## src/rtl/sao_apply_n_pix_if.sv

```systemverilog
// Stream and parameter bus of sao_apply_n_pix: CTB config in, neighbour-aligned
// pixel beats in, filtered beats out. The master drives config/pixels, the slave is the filter.
interface sao_apply_n_pix_if #(
  parameter int unsigned bit_depth  = 8,
  parameter int unsigned n_pix      = 4,
  parameter int unsigned offset_bit = 4
);
  logic                          cfg_valid;
  logic                          cfg_ready;
  logic [1:0]                    cfg_sao_type;
  logic [4*offset_bit-1:0]       cfg_offset;
  logic [4:0]                    cfg_band_pos;
  logic                          in_valid;
  logic                          in_ready;
  logic [n_pix*bit_depth-1:0]    in_rec_m;
  logic [n_pix*bit_depth-1:0]    in_rec_l;
  logic [n_pix*bit_depth-1:0]    in_rec_r;
  logic                          out_valid;
  logic                          out_ready;
  logic [n_pix*bit_depth-1:0]    out_pix;
  logic                          ctb_done;

  modport master (
    output cfg_valid, cfg_sao_type, cfg_offset, cfg_band_pos,
    output in_valid, in_rec_m, in_rec_l, in_rec_r, out_ready,
    input  cfg_ready, in_ready, out_valid, out_pix, ctb_done
  );

  modport slave (
    input  cfg_valid, cfg_sao_type, cfg_offset, cfg_band_pos,
    input  in_valid, in_rec_m, in_rec_l, in_rec_r, out_ready,
    output cfg_ready, in_ready, out_valid, out_pix, ctb_done
  );
endinterface

```

## src/rtl/sao_apply_n_pix.sv

```systemverilog
// SAO edge-offset filter, n_pix pixels per beat, 2-stage pipeline with per-CTB FSM.
// Define SAO_BAND_EN to enable band offset for sao_type 1 (otherwise pass-through).
module sao_apply_n_pix #(
  parameter int unsigned bit_depth  = 8,
  parameter int unsigned n_pix      = 4,
  parameter int unsigned offset_bit = 4,
  parameter int unsigned ctb_beats  = 1024
) (
  input logic              clk,
  input logic              rst,
  sao_apply_n_pix_if.slave io
);
  localparam int unsigned CW = (ctb_beats > 1) ? $clog2(ctb_beats) : 1;
  localparam int unsigned SW = bit_depth + 2;
  localparam int unsigned PW = n_pix * bit_depth;

  typedef enum logic [1:0] {IDLE, RUN, DRAIN} state_t;

  state_t                  state_q, state_d;
  logic [CW-1:0]           cnt_q, cnt_d;
  logic [1:0]              type_q;
  logic [4*offset_bit-1:0] offs_q;
`ifdef SAO_BAND_EN
  logic [4:0]              bpos_q;
`endif
  logic                    s1_vld_q, s1_last_q;
  logic [PW-1:0]           s1_m_q;
  logic [2*n_pix-1:0]      s1_sl_q, s1_sr_q, sl_d, sr_d;
  logic                    s2_vld_q, s2_last_q;
  logic [PW-1:0]           s2_pix_q, s2_pix_d;
  logic                    s2_adv, s1_load, in_hs, out_hs, last_beat;

  function automatic logic signed [SW-1:0] slot_ext(input logic [4*offset_bit-1:0] o,
                                                    input logic [1:0] k);
    logic [offset_bit-1:0] v;
    v = o[k*offset_bit +: offset_bit];
    return {{(SW-offset_bit){v[offset_bit-1]}}, v};
  endfunction

  assign s2_adv       = !s2_vld_q || io.out_ready;
  assign s1_load      = !s1_vld_q || s2_adv;
  assign in_hs        = io.in_valid && io.in_ready;
  assign out_hs       = s2_vld_q && io.out_ready;
  assign last_beat    = (cnt_q == CW'(ctb_beats - 1));
  assign io.in_ready  = (state_q == RUN) && s1_load;
  assign io.cfg_ready = (state_q == IDLE);
  assign io.out_valid = s2_vld_q;
  assign io.out_pix   = s2_pix_q;
  assign io.ctb_done  = out_hs && s2_last_q;

  always_comb begin
    state_d = state_q;
    cnt_d   = cnt_q;
    case (state_q)
      IDLE:  if (io.cfg_valid) state_d = RUN;
      RUN: begin
        if (in_hs) begin
          if (last_beat) begin
            cnt_d   = '0;
            state_d = DRAIN;
          end else begin
            cnt_d = cnt_q + 1'b1;
          end
        end
      end
      DRAIN: if (io.ctb_done) state_d = IDLE;
      default: state_d = IDLE;
    endcase
  end

  // Stage 1: sign(m-l), sign(m-r) as 2-bit two's complement {-1,0,+1}
  always_comb begin
    logic [bit_depth-1:0] m, l, r;
    sl_d = '0;
    sr_d = '0;
    for (int unsigned i = 0; i < n_pix; i++) begin
      m = io.in_rec_m[i*bit_depth +: bit_depth];
      l = io.in_rec_l[i*bit_depth +: bit_depth];
      r = io.in_rec_r[i*bit_depth +: bit_depth];
      sl_d[2*i +: 2] = (m > l) ? 2'b01 : ((m < l) ? 2'b11 : 2'b00);
      sr_d[2*i +: 2] = (m > r) ? 2'b01 : ((m < r) ? 2'b11 : 2'b00);
    end
  end

  // Stage 2: offset select, add, clip
  always_comb begin
    logic [bit_depth-1:0]  m;
    logic [2:0]            idx;
    logic signed [SW-1:0]  add, sum;
`ifdef SAO_BAND_EN
    logic [4:0]            rel;
`endif
    s2_pix_d = '0;
    for (int unsigned i = 0; i < n_pix; i++) begin
      m   = s1_m_q[i*bit_depth +: bit_depth];
      idx = 3'd2 + {s1_sl_q[2*i+1], s1_sl_q[2*i +: 2]} + {s1_sr_q[2*i+1], s1_sr_q[2*i +: 2]};
      add = '0;
      if (type_q == 2'd2) begin
        case (idx)
          3'd0:    add = slot_ext(offs_q, 2'd0);
          3'd1:    add = slot_ext(offs_q, 2'd1);
          3'd3:    add = slot_ext(offs_q, 2'd2);
          3'd4:    add = slot_ext(offs_q, 2'd3);
          default: add = '0;
        endcase
      end
`ifdef SAO_BAND_EN
      rel = m[bit_depth-1 -: 5] - bpos_q;
      if (type_q == 2'd1 && rel < 5'd4) add = slot_ext(offs_q, rel[1:0]);
`endif
      sum = $signed({2'b00, m}) + add;
      if (sum[SW-1])           s2_pix_d[i*bit_depth +: bit_depth] = '0;
      else if (sum[bit_depth]) s2_pix_d[i*bit_depth +: bit_depth] = '1;
      else                     s2_pix_d[i*bit_depth +: bit_depth] = sum[bit_depth-1:0];
    end
  end

  always_ff @(posedge clk or posedge rst) begin
    if (rst) begin
      state_q   <= IDLE;
      cnt_q     <= '0;
      type_q    <= '0;
      offs_q    <= '0;
`ifdef SAO_BAND_EN
      bpos_q    <= '0;
`endif
      s1_vld_q  <= 1'b0;
      s1_last_q <= 1'b0;
      s1_m_q    <= '0;
      s1_sl_q   <= '0;
      s1_sr_q   <= '0;
      s2_vld_q  <= 1'b0;
      s2_last_q <= 1'b0;
      s2_pix_q  <= '0;
    end else begin
      state_q <= state_d;
      cnt_q   <= cnt_d;
      if (state_q == IDLE && io.cfg_valid) begin
        type_q <= io.cfg_sao_type;
        offs_q <= io.cfg_offset;
`ifdef SAO_BAND_EN
        bpos_q <= io.cfg_band_pos;
`endif
      end
      if (s1_load) begin
        s1_vld_q  <= in_hs;
        s1_last_q <= last_beat;
        s1_m_q    <= io.in_rec_m;
        s1_sl_q   <= sl_d;
        s1_sr_q   <= sr_d;
      end
      if (s2_adv) begin
        s2_vld_q  <= s1_vld_q;
        s2_last_q <= s1_last_q;
        if (s1_vld_q) s2_pix_q <= s2_pix_d;
      end
    end
  end
endmodule
```

## src/flat_wrapper.sv

```systemverilog
// flat-port wrapper written by rule: the top's interface ports become plain ports
module sao_apply_n_pix_flat 
#(
  parameter int unsigned bit_depth  = 8,
  parameter int unsigned n_pix      = 4,
  parameter int unsigned offset_bit = 4,
  parameter int unsigned ctb_beats  = 1024
)
  (clk, rst, io_cfg_valid, io_cfg_sao_type, io_cfg_offset, io_cfg_band_pos, io_in_valid, io_in_rec_m, io_in_rec_l, io_in_rec_r, io_out_ready, io_cfg_ready, io_in_ready, io_out_valid, io_out_pix, io_ctb_done);
  sao_apply_n_pix_if #(.bit_depth(bit_depth), .n_pix(n_pix), .offset_bit(offset_bit)) io_i ();
  input logic clk;
  input logic rst;
  input wire logic [$bits(io_i.cfg_valid)-1:0] io_cfg_valid;
  input wire logic [$bits(io_i.cfg_sao_type)-1:0] io_cfg_sao_type;
  input wire logic [$bits(io_i.cfg_offset)-1:0] io_cfg_offset;
  input wire logic [$bits(io_i.cfg_band_pos)-1:0] io_cfg_band_pos;
  input wire logic [$bits(io_i.in_valid)-1:0] io_in_valid;
  input wire logic [$bits(io_i.in_rec_m)-1:0] io_in_rec_m;
  input wire logic [$bits(io_i.in_rec_l)-1:0] io_in_rec_l;
  input wire logic [$bits(io_i.in_rec_r)-1:0] io_in_rec_r;
  input wire logic [$bits(io_i.out_ready)-1:0] io_out_ready;
  output wire logic [$bits(io_i.cfg_ready)-1:0] io_cfg_ready;
  output wire logic [$bits(io_i.in_ready)-1:0] io_in_ready;
  output wire logic [$bits(io_i.out_valid)-1:0] io_out_valid;
  output wire logic [$bits(io_i.out_pix)-1:0] io_out_pix;
  output wire logic [$bits(io_i.ctb_done)-1:0] io_ctb_done;
  assign io_i.cfg_valid = io_cfg_valid;
  assign io_i.cfg_sao_type = io_cfg_sao_type;
  assign io_i.cfg_offset = io_cfg_offset;
  assign io_i.cfg_band_pos = io_cfg_band_pos;
  assign io_i.in_valid = io_in_valid;
  assign io_i.in_rec_m = io_in_rec_m;
  assign io_i.in_rec_l = io_in_rec_l;
  assign io_i.in_rec_r = io_in_rec_r;
  assign io_i.out_ready = io_out_ready;
  assign io_cfg_ready = io_i.cfg_ready;
  assign io_in_ready = io_i.in_ready;
  assign io_out_valid = io_i.out_valid;
  assign io_out_pix = io_i.out_pix;
  assign io_ctb_done = io_i.ctb_done;
  sao_apply_n_pix #(.bit_depth(bit_depth), .n_pix(n_pix), .offset_bit(offset_bit), .ctb_beats(ctb_beats)) u_core (.clk(clk), .rst(rst), .io(io_i));
endmodule
```

## config.mk

```make
export PLATFORM = sky130hd
export DESIGN_NAME = sao_apply_n_pix_flat
export DESIGN_NICKNAME = d
export VERILOG_FILES = /design/src/rtl/sao_apply_n_pix_if.sv /design/src/rtl/sao_apply_n_pix.sv /design/src/flat_wrapper.sv
export SDC_FILE = /design/constraint.sdc
export NUM_CORES = 1
export LEC_CHECK = 0
export CAP_MARGIN = 25
export CELL_PAD_IN_SITES_DETAIL_PLACEMENT = 1
export CELL_PAD_IN_SITES_GLOBAL_PLACEMENT = 1
export CORE_MARGIN = 1.5
export CORE_UTILIZATION = 44
export DETAILED_ROUTE_END_ITERATION = 7
export DONT_BUFFER_PORTS = 1
export HOLD_SLACK_MARGIN = 0.05
export PLACE_DENSITY = 0.84
export SETUP_SLACK_MARGIN = 0.02
export SYNTH_ARGS = -nofsm -noshare
export SYNTH_HDL_FRONTEND = slang
export SYNTH_SLANG_ARGS = --single-unit
```

## constraint.sdc

```tcl
create_clock -name clk -period 3.4 [get_ports clk]
set_input_delay 0.68 -clock clk [delete_from_list [all_inputs] [get_ports clk]]
set_output_delay 0.68 -clock clk [all_outputs]
set_load 0.005 [all_outputs]
```

==> results_dict.tcl, run 1 <==
set metrics [dict create \
    htree_levels 4 \
    hp-class "in -> async" \
    leakage_nw 4.81 \
    finalHoldViolations 0 \
    arrival_ps 3910 \
    drtPass1Iterations 4 \
    final_common_cell "nand2_1" \
    tightest_slew_ps 1010 \
    nNetsFinal 1210 \
    wl_per_cell_um 21.6 \
    slowest_stage "ha_1" \
    netlist_area_mm2 0.00843 \
    p_per_area_mw_per_mm2 743 \
    clkPwrFrac_pct 24.2 \
    die_x_um 141 \
    postSynthCellCount 924 \
    port_buffers 0 \
    drive_above_1_share_pct 22.2 \
    die_h_um 141 \
    grt_max_degree 115 \
    pin_count 160 \
    setup_slack_ps -204 \
    rows 50 \
    overflow 0 \
    crit_path_max_incr_delay_ps 390 \
    p_int_mw 4.68 \
    required_ps 3710 \
    drcViolationCount 0 \
    dieArea_mm2 0.0200 \
    fin_crit_sh_pct 106 \
    design.core.area_mm2 0.0188 \
    r2r-start "u_core.s1_sl_q[5]" \
    async_flop_share_pct 100 \
    critPathTopFamily "compound AO/OA/AOI/OAI gates" \
    slew_headroom_pct 33.0 \
    sw_frac_of_total_pct 38.6 \
    max-clock-path-buffers 2 \
    grt_pass1_wl_mm 40.1 \
    report.final.slew_viol_count 0 \
    violations "negative setup slack" \
    ys_seq_elements 114 \
    ir_worst_vdd_mv 0.526 \
    avgSynthCellArea_um2 9.12 \
    synthFlopType "dfrtp_1" \
    syn_to_final_growth_pct 21.5 \
    layout_common_cells "nand2_1, dfrtp_1, inv_1" \
    setup_viol_count_final 31 \
    syn-num-nets 1144 \
    path_class "reg -> reg" \
    place.gp.congestion 0.854 \
    power.switching_mw 2.94 \
    postRouteAntennaNets 0 \
    synth_edf_count 0 \
    hpwl_mm 18.2 \
    hold_buffers 0 \
    cts_tree "done" \
    outcome "complete, but fails checks" \
    fin_skew_ps 11.6 \
    drt_iter0_markers 356 \
    track_usage_pct 25.4 \
    end_kind "flip-flop" \
    clk_pin_slew_worst_paths_ps 60 \
    clk_latency_ps 420 \
    dpl_cell_area_mm2 0.00907 \
    yosysSeqAreaShare_pct 33.8 \
    final.setup.tns_ps -2700 \
    numCtsBuffers 17 \
    combPwrFrac_pct 45.8 \
    initial_core_util_pct 44.9 \
    period_needed_ps 3600 \
    critPathBufInv 5 \
    stdcell_count 1242 \
    grt_pass1_vias 7817 \
    antenna_found_initial 6 \
    start_kind "flip-flop" \
    power_frac_seq_pct 30.0 \
    postLayoutCellArea_mm2 0.0102 \
    crit_fanout 4 \
    r2r-end "u_core.io.out_pix[21]" \
    vias_per_cell 5.96 \
    wl_mm 26.8 \
    path_cells "ha_1 > inv_2 > ha_4 > xnor2_4 > buf_6 > buf_6 > mux2i_1 > o32a_1 > nor2_1 > ha_1 > buf_4 > a21oi_4 > buf_6 > a221oi_2 > o22ai_2 > xnor2_1 > a221o_1" \
    yosys_warnings 0 \
    drv_cap 0 \
    max_freq_mhz 277 \
    yosysUniqueCellTypes 68 \
    grt_setup_unrepaired "yes" \
    r2r_slack_ps -200 \
    crit_top_cell "buf_6" \
    worstRegToRegCells 17 \
    cts_root_buf "clkbuf_16" \
    clock_sinks 114 \
    dr_total_vias 7401 \
    dp_cells 1186 \
]
[synthesized netlist by cell type, types with 6 or more instances]
master      n  area share (%)
nor2b_1    18             1.3
nor2_1     48             2.1
nand4_1    16             1.2
clkbuf_1   17            0.76
inv_1      93             4.1
nor3_1     14            0.83
a21oi_1    28             1.7
a211o_1     8            0.83
a221o_1     6            0.71
mux2i_1    34             4.0
mux2_2     23             3.1
xnor2_1    15             1.6
a22o_1      8            0.83
nand2b_1    8            0.59
nand2_1   136             6.1
o22ai_1     8            0.59
nor3b_1    10            0.89
o21bai_1    6            0.53
o21a_1     14             1.2
nand3_1    21             1.2
xor2_1      6            0.62
o211ai_1    6            0.53
a21o_1     10            0.89
o21ai_0    52             3.1
o32a_1      8            0.95
ha_1       92              14
and3_1     11            0.82
dfrtp_1   114              34
[sequential cells by signal (all words and copies together) (netlist names)]
name	count
u_core.s1_m_q	32
u_core.s2_last_q	1
u_core.s1_vld_q	1
u_core.io.out_pix	32
u_core.io.out_valid	1
u_core.s1_last_q	1
u_core.cnt_q	10
u_core.state_q	2
u_core.s1_sl_q	8
u_core.s1_sr_q	8
u_core.offs_q	16
u_core.type_q	2
[what timing repair did]
item	4_1_cts	5_1_grt
gates resized for setup	43	65
setup buffers	6	13
pin swaps	24	44
cloned	0	0
endpoints found under the setup margin	32	32
[power groups by stage]
stage / registers, mW / clock network [mW] / logic (mW)
2_1_floorplan: 2.05 / 0 / 2.15
3_3_place_gp: 2.24 / 0 / 2.76
3_5_place_dp: 2.26 / 0 / 2.88
4_1_cts: 2.25 / 1.86 / 3.14
5_1_grt: 2.33 / 1.93 / 3.77
6_report: 2.29 / 1.84 / 3.49
[worst max path at each step]
stage	start	end	slack, ps	depth (start not counted)
5_1_grt	u_core.s1_sr_q[5]	u_core.io.out_pix[21]	-330	17
2_1_floorplan	u_core.s1_sr_q[3]	u_core.io.out_pix[13]	30	16
3_3_place_gp	u_core.s1_sl_q[7]	u_core.io.out_pix[29]	-140	16
6_report	u_core.s1_sl_q[5]	u_core.io.out_pix[21]	-200	17
3_5_place_dp	u_core.s1_sl_q[7]	u_core.io.out_pix[31]	-290	16
4_1_cts	u_core.s1_sl_q[7]	u_core.io.out_pix[29]	-100	16
[area by class of cell]
class                      count  area (um^2)
timing repair buffer          78          652
clock buffer                  21          460
sequential                   114         2850
multi-input combinational    686         5490
antenna                        5         12.5
fill                        2116         8520
inverter                      93          353
clock inverter                11          135
tap                          234          293
[per-stage QoR]
| step | worst slack, ps | total power [mW] | hold WS (ps) | util [%] |
|---|---|---|---|---|
| after global placement | -137 | 5.00 | 449 | 48.3 |
| after CTS | -99.3 | 7.25 | 338 | 52.7 |
| final | -204 | 7.62 | 280 | 54.6 |
| after floorplan | 27.5 | 4.20 | 427 | - |
| after global routing | -327 | 8.03 | 358 | 54.6 |
| after detailed placement | -289 | 5.14 | 456 | 48.3 |
[routing by layer]
metal / GRT usage (%) / share of wire (%)
met5: 0 / 0.049
met4: 8.52 / 2.8
met3: 6.07 / 5.3
met2: 43.0 / 50
met1: 32.0 / 42
[kinds of logic (layout without fill, tap and decap cells)]
kind of cell,count (synthesis),in the layout,share of synthesized area (%)
mux,62,62,8.12
fa+ha+maj,96,96,14.6
other cells,0,5,0
xor+xnor,25,25,3.35
buf+inv,124,203,5.91
flops,114,114,33.8
compound gates,198,198,17.1
simple gates,305,305,17.1
Note: power is estimated with default switching activity, not from simulation.
==> run 2: changes to the inputs <==
--- a/config.mk
+++ b/config.mk
@@ -13,6 +13,7 @@
 export DETAILED_ROUTE_END_ITERATION = 7
 export DONT_BUFFER_PORTS = 1
 export HOLD_SLACK_MARGIN = 0.05
+export MAX_ROUTING_LAYER = met4
 export PLACE_DENSITY = 0.84
 export SETUP_SLACK_MARGIN = 0.02
 export SYNTH_ARGS = -nofsm -noshare
==> run 2 against run 1 <==
  * The run still ends with negative setup slack left
  * Wire length increased by 1.8%
  * Maximum frequency rose by 1.5%
  * Flip-flop and latch count unchanged
  * Setup slack improved by 52 ps
  * First-iteration DRC count shrank 13%
  * Clock skew shrank 5.0 ps
  * Via count rose by 0.18%
  * Final cell count increased by 0.81%
  * Critical path type unchanged
  * Critical endpoint unchanged
  * Largest cell class unchanged
  * Highest routed layer is now met4
==> results_dict.tcl, run 2 (synthesis results as in run 1) <==
set metrics [dict create \
    vias_per_cell 5.92 \
    end_kind "flip-flop" \
    design.core.area_mm2 0.0188 \
    hpwl_mm 18.6 \
    place.gp.congestion 0.863 \
    hp-class "in -> async" \
    dr_total_vias 7414 \
    cts_root_buf "clkbuf_16" \
    drive_above_1_share_pct 22.6 \
    layout.filler_cells 2109 \
    p_per_area_mw_per_mm2 746 \
    initial_core_util_pct 44.9 \
    grt_pass1_wl_mm 42.4 \
    leakage_nw 4.82 \
    violations "negative setup slack" \
    final_common_cell "nand2_1" \
    track_usage_pct 28.0 \
    dieArea_mm2 0.0200 \
    setup_viol_count_final 32 \
    die_h_um 141 \
    drcViolationCount 0 \
    required_ps 3710 \
    pin_count 160 \
    cts_tree "done" \
    arrival_ps 3860 \
    overflow 0 \
    slowest_stage "dfrtp_1" \
    tightest_slew_ps 948 \
    grt_setup_unrepaired "yes" \
    fin_skew_ps 6.63 \
    drt_iter0_markers 310 \
    period_needed_ps 3550 \
    max-clock-path-buffers 2 \
    report.final.slew_viol_count 0 \
    die_x_um 141 \
    grt_pass1_vias 8103 \
    layout_common_cells "nand2_1, dfrtp_1, inv_1" \
    clk_pin_slew_worst_paths_ps 60 \
    dp_cells 1191 \
    finalHoldViolations 0 \
    stdcell_count 1252 \
    setup_slack_ps -151 \
    fin_crit_sh_pct 104 \
    start_kind "flip-flop" \
    numCtsBuffers 17 \
    outcome "complete, but fails checks" \
    htree_levels 4 \
    slew_headroom_pct 36.8 \
    port_buffers 0 \
    ir_worst_vdd_mv 0.498 \
    place_ws_ps -264 \
    crit_top_cell "ha_1" \
    grt_max_degree 65 \
    antenna_found_initial 6 \
    path_class "reg -> reg" \
    drtPass1Iterations 5 \
    nNetsFinal 1218 \
    clock_sinks 114 \
    max_freq_mhz 282 \
    crit_path_max_incr_delay_ps 380 \
    hold_buffers 0 \
    crit_fanout 4 \
    clk_latency_ps 430 \
    drv_cap 0 \
    wl_per_cell_um 21.8 \
    syn_to_final_growth_pct 22.2 \
    postRouteAntennaNets 0 \
    path_cells "ha_1 > inv_2 > ha_4 > xnor2_4 > buf_6 > mux2i_1 > o32ai_2 > nand2_1 > inv_1 > ha_1 > a21o_1 > a21oi_4 > buf_4 > a221oi_2 > o22ai_2 > xnor2_1 > a221o_1" \
    rows 50 \
    wl_mm 27.3 \
]
==> run 2: cell types whose count changed in the layout (fill, tap and decap cells not counted), moves of 3 or more <==
cell / change
inv_2: -3
clkinv_2: -5
buf_6: -4
clkinvlp_4: +3
buf_4: +12
o21ai_0: +3
==> run 2: stage by stage <==
stage	TNS, ps	util [%]	total power, mW	instance area [um^2]	hold WS (ps)
after floorplan	0	-	4.20	8450	427
after global placement	-1550	48.5	5.02	9100	449
after detailed placement	-4940	48.5	5.16	9100	453
after CTS	-302	54.0	7.46	10100	160
after global routing	-6150	54.9	8.08	10300	174
final	-1740	54.9	7.68	10300	153
==> run 2: report_power, final <==
part	switching [mW]	internal [mW]	leakage [nW]
sequential	0.508	1.76	1.35
clock	0.681	1.23	0.294
combinational	1.76	1.74	3.17
total	2.95	4.74	4.82
==> run 2: final timing paths <==
kind | slack (ps) | to | cells past startpoint | from
max | -150 | u_core.io.out_pix[21] | 17 | u_core.s1_sl_q[5]
min | 150 | u_core.offs_q[11] | 1 | rst
max reg2reg | -150 | u_core.io.out_pix[21] | 17 | u_core.s1_sl_q[5]
min reg2reg | 450 | u_core.state_q[0] | 1 | u_core.state_q[1]
max in group asynchronous | 2480 | u_core.io.out_pix[26] | 2 | rst
min in group clk | 360 | u_core.s1_m_q[26] | 2 | io_in_rec_m[26]
==> run 2: repair_timing <==
action	4_1_cts	5_1_grt
pin swaps	43	20
buffers inserted	16	6
resized for setup	70	23
setup endpoints to repair	32	32
endpoints found under the hold margin	0	0
==> run 2: layout make-up <==
class / instances / area (um^2) / share of cell area, %
multi-input cells: 686 / 5460 / 53.0
clock buffers: 21 / 480 / 4.66
clock inverters: 11 / 150 / 1.46
well taps: 234 / 293 / 2.84
repair buffers: 86 / 697 / 6.76
inverters: 93 / 355 / 3.45
diodes: 7 / 17.5 / 0.170
flip-flops and latches: 114 / 2850 / 27.7
==> run 2: routing by layer <==
metal | track usage, % | vias up | wire, um
met1 | 33.6 | 3680 | 11500
met5 | - | - | 0
li1 | - | 3433 | -
met2 | 46.2 | 233 | 13500
met3 | 5.53 | 68 | 1260
met4 | 11.8 | 0 | 1010
==> run 2: worst max-delay path: cells and delay by family (launching register included) <==
family	cells	cell delay, ps
compound gates	6	1140
xor+xnor	2	400
fa+ha+maj	3	730
buf+inv	4	410
flops	1	380
mux	1	250
simple gates	1	120
==> run 3: changes to the inputs <==
--- a/config.mk
+++ b/config.mk
@@ -16,6 +16,7 @@
 export MAX_ROUTING_LAYER = met4
 export PLACE_DENSITY = 0.84
 export SETUP_SLACK_MARGIN = 0.02
+export SLEW_MARGIN = 10
 export SYNTH_ARGS = -nofsm -noshare
 export SYNTH_HDL_FRONTEND = slang
 export SYNTH_SLANG_ARGS = --single-unit
==> results of run 3 <==
Same layout as run 2: the final DEF is identical, and so are final timing and power.
